**config.mk**
```make
export PLATFORM = sky130hd
export DESIGN_NAME = aes_inv_mixcolumns_seq
export DESIGN_NICKNAME = d
export VERILOG_FILES = /design/src/rtl/aes_pkg.sv /design/src/rtl/inv_mixcolumn_col.sv /design/src/rtl/aes_inv_mixcolumns_seq.sv
export SDC_FILE = /design/constraint.sdc
export NUM_CORES = 1
export LEC_CHECK = 0
export ABC_AREA = 0
export BUFFER_PORTS_ARGS = -buffer_cell sky130_fd_sc_hd__buf_2
export CORE_MARGIN = 2
export CORE_UTILIZATION = 40
export CTS_BUF_LIST = sky130_fd_sc_hd__clkbuf_8
export DETAILED_ROUTE_END_ITERATION = 10
export SLEW_MARGIN = 20
export SYNTH_ARGS = -nofsm -noshare
export SYNTH_HDL_FRONTEND = slang
export SYNTH_SLANG_ARGS = --single-unit
```
**constraint.sdc**
```tcl
create_clock -name clk -period 4 [get_ports clk]
set_input_delay 0.8 -clock clk [delete_from_list [all_inputs] [get_ports clk]]
set_output_delay 0.8 -clock clk [all_outputs]
set_load 0.1 [all_outputs]
```
**src/rtl/aes_pkg.sv**
```systemverilog
// Shared AES types, constants and the GF(2^8) xtime helper used by the
// InvMixColumns datapath.
package aes_pkg;

    typedef logic [7:0]  aes_byte_t;
    typedef logic [31:0] aes_col_t;

    localparam aes_byte_t GF_POLY  = 8'h1B;
    localparam int        AES_COLS = 4;

    typedef enum logic [1:0] {
        ST_IDLE,
        ST_BUSY,
        ST_DONE
    } inv_mc_state_t;

    // Multiply by x in GF(2^8), reducing by the AES polynomial when bit 7 falls off.
    function automatic aes_byte_t xtime(input aes_byte_t a);
        return {a[6:0], 1'b0} ^ (a[7] ? GF_POLY : 8'h00);
    endfunction

endpackage

```
**src/rtl/inv_mixcolumn_col.sv**
```systemverilog
// Combinational InvMixColumn for one 32-bit column; row 0 sits in the MSB byte.
module inv_mixcolumn_col
    import aes_pkg::*;
(
    input  logic [31:0] i_col,
    output logic [31:0] o_col
);

    aes_byte_t w_a  [AES_COLS];
    aes_byte_t w_x2 [AES_COLS];
    aes_byte_t w_x4 [AES_COLS];
    aes_byte_t w_x8 [AES_COLS];
    aes_byte_t w_m9 [AES_COLS];
    aes_byte_t w_mb [AES_COLS];
    aes_byte_t w_md [AES_COLS];
    aes_byte_t w_me [AES_COLS];

    // Build the 09/0b/0d/0e multiples of every input byte from one xtime chain.
    always_comb begin
        for (int i = 0; i < AES_COLS; i++) begin
            w_a[i]  = i_col[31-8*i -: 8];
            w_x2[i] = xtime(w_a[i]);
            w_x4[i] = xtime(w_x2[i]);
            w_x8[i] = xtime(w_x4[i]);
            w_m9[i] = w_x8[i] ^ w_a[i];
            w_mb[i] = w_x8[i] ^ w_x2[i] ^ w_a[i];
            w_md[i] = w_x8[i] ^ w_x4[i] ^ w_a[i];
            w_me[i] = w_x8[i] ^ w_x4[i] ^ w_x2[i];
        end
    end

    // Each output row uses the circulant 0e,0b,0d,09 pattern rotated by its row index.
    always_comb begin
        o_col = '0;
        for (int r = 0; r < AES_COLS; r++) begin
            o_col[31-8*r -: 8] = w_me[r] ^ w_mb[(r+1)%AES_COLS]
                               ^ w_md[(r+2)%AES_COLS] ^ w_m9[(r+3)%AES_COLS];
        end
    end

endmodule

```
**src/rtl/aes_inv_mixcolumns_seq.sv**
```systemverilog
// Iterative AES InvMixColumns engine: accepts a 128-bit state, transforms
// COLS_PER_CYCLE columns per clock in place, then holds the result until taken.
module aes_inv_mixcolumns_seq
    import aes_pkg::*;
#(
    parameter int COLS_PER_CYCLE = 1
)
(
    input  logic         clk,
    input  logic         reset_n,
    input  logic         in_valid,
    output logic         in_ready,
    input  logic [127:0] state_in,
    output logic         out_valid,
    input  logic         out_ready,
    output logic [127:0] state_out
);

    // The counter is only two bits, so a step of four wraps to zero by design.
    localparam logic [1:0] CNT_STEP   = 2'(COLS_PER_CYCLE);
    localparam logic [1:0] LAST_GROUP = 2'(AES_COLS - COLS_PER_CYCLE);

    generate
        if (COLS_PER_CYCLE != 1 && COLS_PER_CYCLE != 2 && COLS_PER_CYCLE != 4) begin : g_badParam
            $error("COLS_PER_CYCLE must be 1, 2 or 4");
        end
    endgenerate

    inv_mc_state_t r_fsm;
    logic [127:0]  r_state;
    logic [1:0]    r_colCount;
    logic          r_inReady;
    logic          r_outValid;

    logic [31:0]   w_cols     [AES_COLS];
    logic [1:0]    w_grpIdx   [COLS_PER_CYCLE];
    logic [31:0]   w_grpIn    [COLS_PER_CYCLE];
    logic [31:0]   w_grpOut   [COLS_PER_CYCLE];
    logic [127:0]  w_nextState;

    // Split the working state into columns so the group mux can pick by index.
    always_comb begin
        for (int c = 0; c < AES_COLS; c++) begin
            w_cols[c] = r_state[127-32*c -: 32];
        end
    end

    for (genvar g = 0; g < COLS_PER_CYCLE; g++) begin : g_col
        assign w_grpIdx[g] = r_colCount + 2'(g);
        assign w_grpIn[g]  = w_cols[w_grpIdx[g]];

        inv_mixcolumn_col u_invCol (
            .i_col (w_grpIn[g]),
            .o_col (w_grpOut[g])
        );
    end

    // Splice the freshly transformed column group back into the working state.
    always_comb begin
        w_nextState = r_state;
        for (int c = 0; c < AES_COLS; c++) begin
            for (int g = 0; g < COLS_PER_CYCLE; g++) begin
                if (w_grpIdx[g] == 2'(c)) begin
                    w_nextState[127-32*c -: 32] = w_grpOut[g];
                end
            end
        end
    end

    // Control FSM with registered handshake outputs; the state register only moves on capture and compute.
    always_ff @(posedge clk or negedge reset_n) begin
        if (!reset_n) begin
            r_fsm      <= ST_IDLE;
            r_state    <= '0;
            r_colCount <= '0;
            r_inReady  <= 1'b1;
            r_outValid <= 1'b0;
        end else begin
            case (r_fsm)
                ST_IDLE: begin
                    if (in_valid && r_inReady) begin
                        r_state    <= state_in;
                        r_colCount <= '0;
                        r_inReady  <= 1'b0;
                        r_fsm      <= ST_BUSY;
                    end
                end
                ST_BUSY: begin
                    r_state    <= w_nextState;
                    r_colCount <= r_colCount + CNT_STEP;
                    if (r_colCount == LAST_GROUP) begin
                        r_outValid <= 1'b1;
                        r_fsm      <= ST_DONE;
                    end
                end
                ST_DONE: begin
                    if (out_ready) begin
                        r_outValid <= 1'b0;
                        r_inReady  <= 1'b1;
                        r_fsm      <= ST_IDLE;
                    end
                end
                default: begin
                    r_fsm      <= ST_IDLE;
                    r_inReady  <= 1'b1;
                    r_outValid <= 1'b0;
                end
            endcase
        end
    end

    assign in_ready  = r_inReady;
    assign out_valid = r_outValid;
    assign state_out = r_state;

endmodule

```
==> results_dict.tcl <==
set metrics [dict create \
    outcome "finished, final reports clean" \
    vias 7338 \
    finalHoldViolations 0 \
    cts_root_buf "clkbuf_8" \
    core_sq_um 21220 \
    antenna_found_initial 0 \
    setup_viol 0 \
    max_freq_ghz 0.2738 \
    ys_seq_area_share_pct 38.54 \
    multi_input_comb_area_sq_um 4984 \
    finClkSkew_ns 0.01384 \
    clkLatencyLatePin_ns 0.44 \
    routed_wirelength_microns 28270 \
    place.port_buffers 261 \
    crit_family "XOR/XNOR gates" \
    netlist_area_sq_um 8705 \
    crit_top_cell "xnor3_2" \
    crit_chain "buf_12 -> mux4_2 -> xnor3_2 -> xnor3_2 -> xnor3_2 -> xnor2_1 -> nand2_1 -> a31oi_1" \
    wl_per_cell_microns 20.41 \
    ys_types 37 \
    fin_crit_ns 3.653 \
    cp-end-kind "flip-flop" \
    grt_pass1_vias 7246 \
    place.gp.congestion 0.9503 \
    ys_seq_elements 134 \
    start_kind "flip-flop" \
    stdcell_count 1385 \
    numClockSinks 134 \
    synthArstFlopShare_pct 100.0 \
    ctsResizeCount 0 \
    path_buf_inv 1 \
    syn_avg_cell_area_sq_um 10.05 \
    die_y_microns 151.5 \
    crit_type "flip-flop to flip-flop" \
    syn-num-nets 1002 \
    regArea_sq_um 3357 \
    dp_slack_ns 0.3748 \
    ant_nets 0 \
    cts_buffers 17 \
    die-area_sq_um 22960 \
    syn_to_final_growth_pct 22.27 \
    rows 53 \
    drive_above_1_share_pct 33.15 \
    start_util_pct 41.02 \
    die_w_microns 151.5 \
    dr.first_iter.drc_count 450 \
    cap_violations 0 \
    grt.total_usage_pct 24.82 \
    drc 0 \
    gr-total-overflow 0 \
    dp_cells 1354 \
    yosysWarnings 0 \
    avgViaCountPerCell 5.298 \
    nFillCells 2123 \
    final_cell_mix "260 x buf_2, 166 x nand2_1, 131 x nor2_1, 131 x dfrtp_1, 128 x a31oi_1" \
    clkTransAtPathRegs_ns 0.08 \
    num_io_pins 262 \
    final.setup.worst_slack_ns 0.3472 \
    final_nets 1234 \
    fin_crit_sh_pct 91.32 \
    hpwl_microns 21530 \
    cpPeakStageDelay_ns 0.68 \
    path_max_fanout 21 \
    r2r_cells 8 \
    netlist_instances 866 \
    worst_pin_slew_ns 0.8495 \
    layout_commonest_cell "buf_2" \
    arrival_ns 4.01 \
    cts_setup_buffers 0 \
    synth_edf_count 0 \
    cts_tree "built" \
    grt_max_degree 88 \
    maxSlewViolCount 0 \
    relSlewSlack_pct 43.37 \
    antenna_cells 0 \
    rsz0062_at_grt "no" \
    cp_num_cells 8 \
    finalSetupTns_ns 0 \
    hold_buffers 0 \
    slowest_stage "mux4_2" \
    first_pass_iters 5 \
    min_path_type "input pin to asynchronous set/reset pin" \
    synth-main-ff-cell "dfrtp_1" \
    cp_data_required_time_ns 4.36 \
    htreeDepth 4 \
    clockBufferDepth 2 \
    grt_pass1_wl_microns 42410 \
]
layer usage:
metal,routed length [microns],vias up,track usage [%]
li1,-,3445,-
met1,12320,3586,34.58
met4,294,0,5.139
met5,0,-,0
met3,1785,14,4.521
met2,13870,293,40.88
area by class of cell:
class	instances	share of cell area, %
multi-input combinational	665	46.83
sequential	134	31.54
timing repair buffer	277	14.05
tap	275	3.233
clock buffer	22	2.845
clock inverter	9	1.399
inverter	3	0.1058
worst paths after layout:
path / startpoint / endpoint / slack (ns)
worst min register to register: out_valid / out_valid / 0.53
worst max-delay path: r_colCount[0] / state_out[11] / 0.35
min in group clk: out_valid / out_valid / 0.53
max in group asynchronous: reset_n / state_out[53] / 2.86
worst max register to register: r_colCount[0] / state_out[11] / 0.35
worst min-delay path: reset_n / state_out[55] / 0.39
sequential cells by signal (all words and copies together) (netlist names):
name        cells
state_out     128
r_colCount      2
r_fsm           2
in_ready        1
out_valid       1
cell usage after synthesis (all sizes together) (2+ instances only):
master / number / area [sq um]
a21oi: 8 / 40.04
a31oi: 128 / 800.8
buf: 21 / 188.9
clkbuf: 34 / 131.4
dfrtp: 133 / 3328
dlygate4sd3: 9 / 90.09
ha: 4 / 50.05
inv: 3 / 11.26
mux4: 32 / 745.7
nand2: 169 / 639.4
nand3b: 2 / 15.01
nor2: 131 / 491.7
o21ai: 4 / 20.02
xnor2: 128 / 1222
xnor3: 23 / 528.0
xor2: 28 / 286.5
xor3: 2 / 48.79
kinds of logic (layout without fill, tap and decap cells):
group | Yosys count | in the layout | share of synthesized area, %
compound gates | 142 | 142 | 10.08
xor+xnor | 181 | 181 | 23.96
fa+ha+maj | 4 | 4 | 0.5750
buf+inv | 67 | 311 | 4.844
flops | 134 | 134 | 38.54
mux | 32 | 32 | 8.567
simple gates | 306 | 306 | 13.44
stage by stage:
step                hold slack [ns]  util (%)  area [sq um]
CTS                          0.4296     50.15         10640
detailed placement           0.5257     48.02         10190
global route                 0.4332     50.15         10640
finish                       0.3859     50.15         10640
floorplan                    0.5044         -          8705
global placement             0.5004     48.02         10190
Power is not shown: default switching activity piles up to over one toggle a cycle in this logic, so the estimate is an artifact.
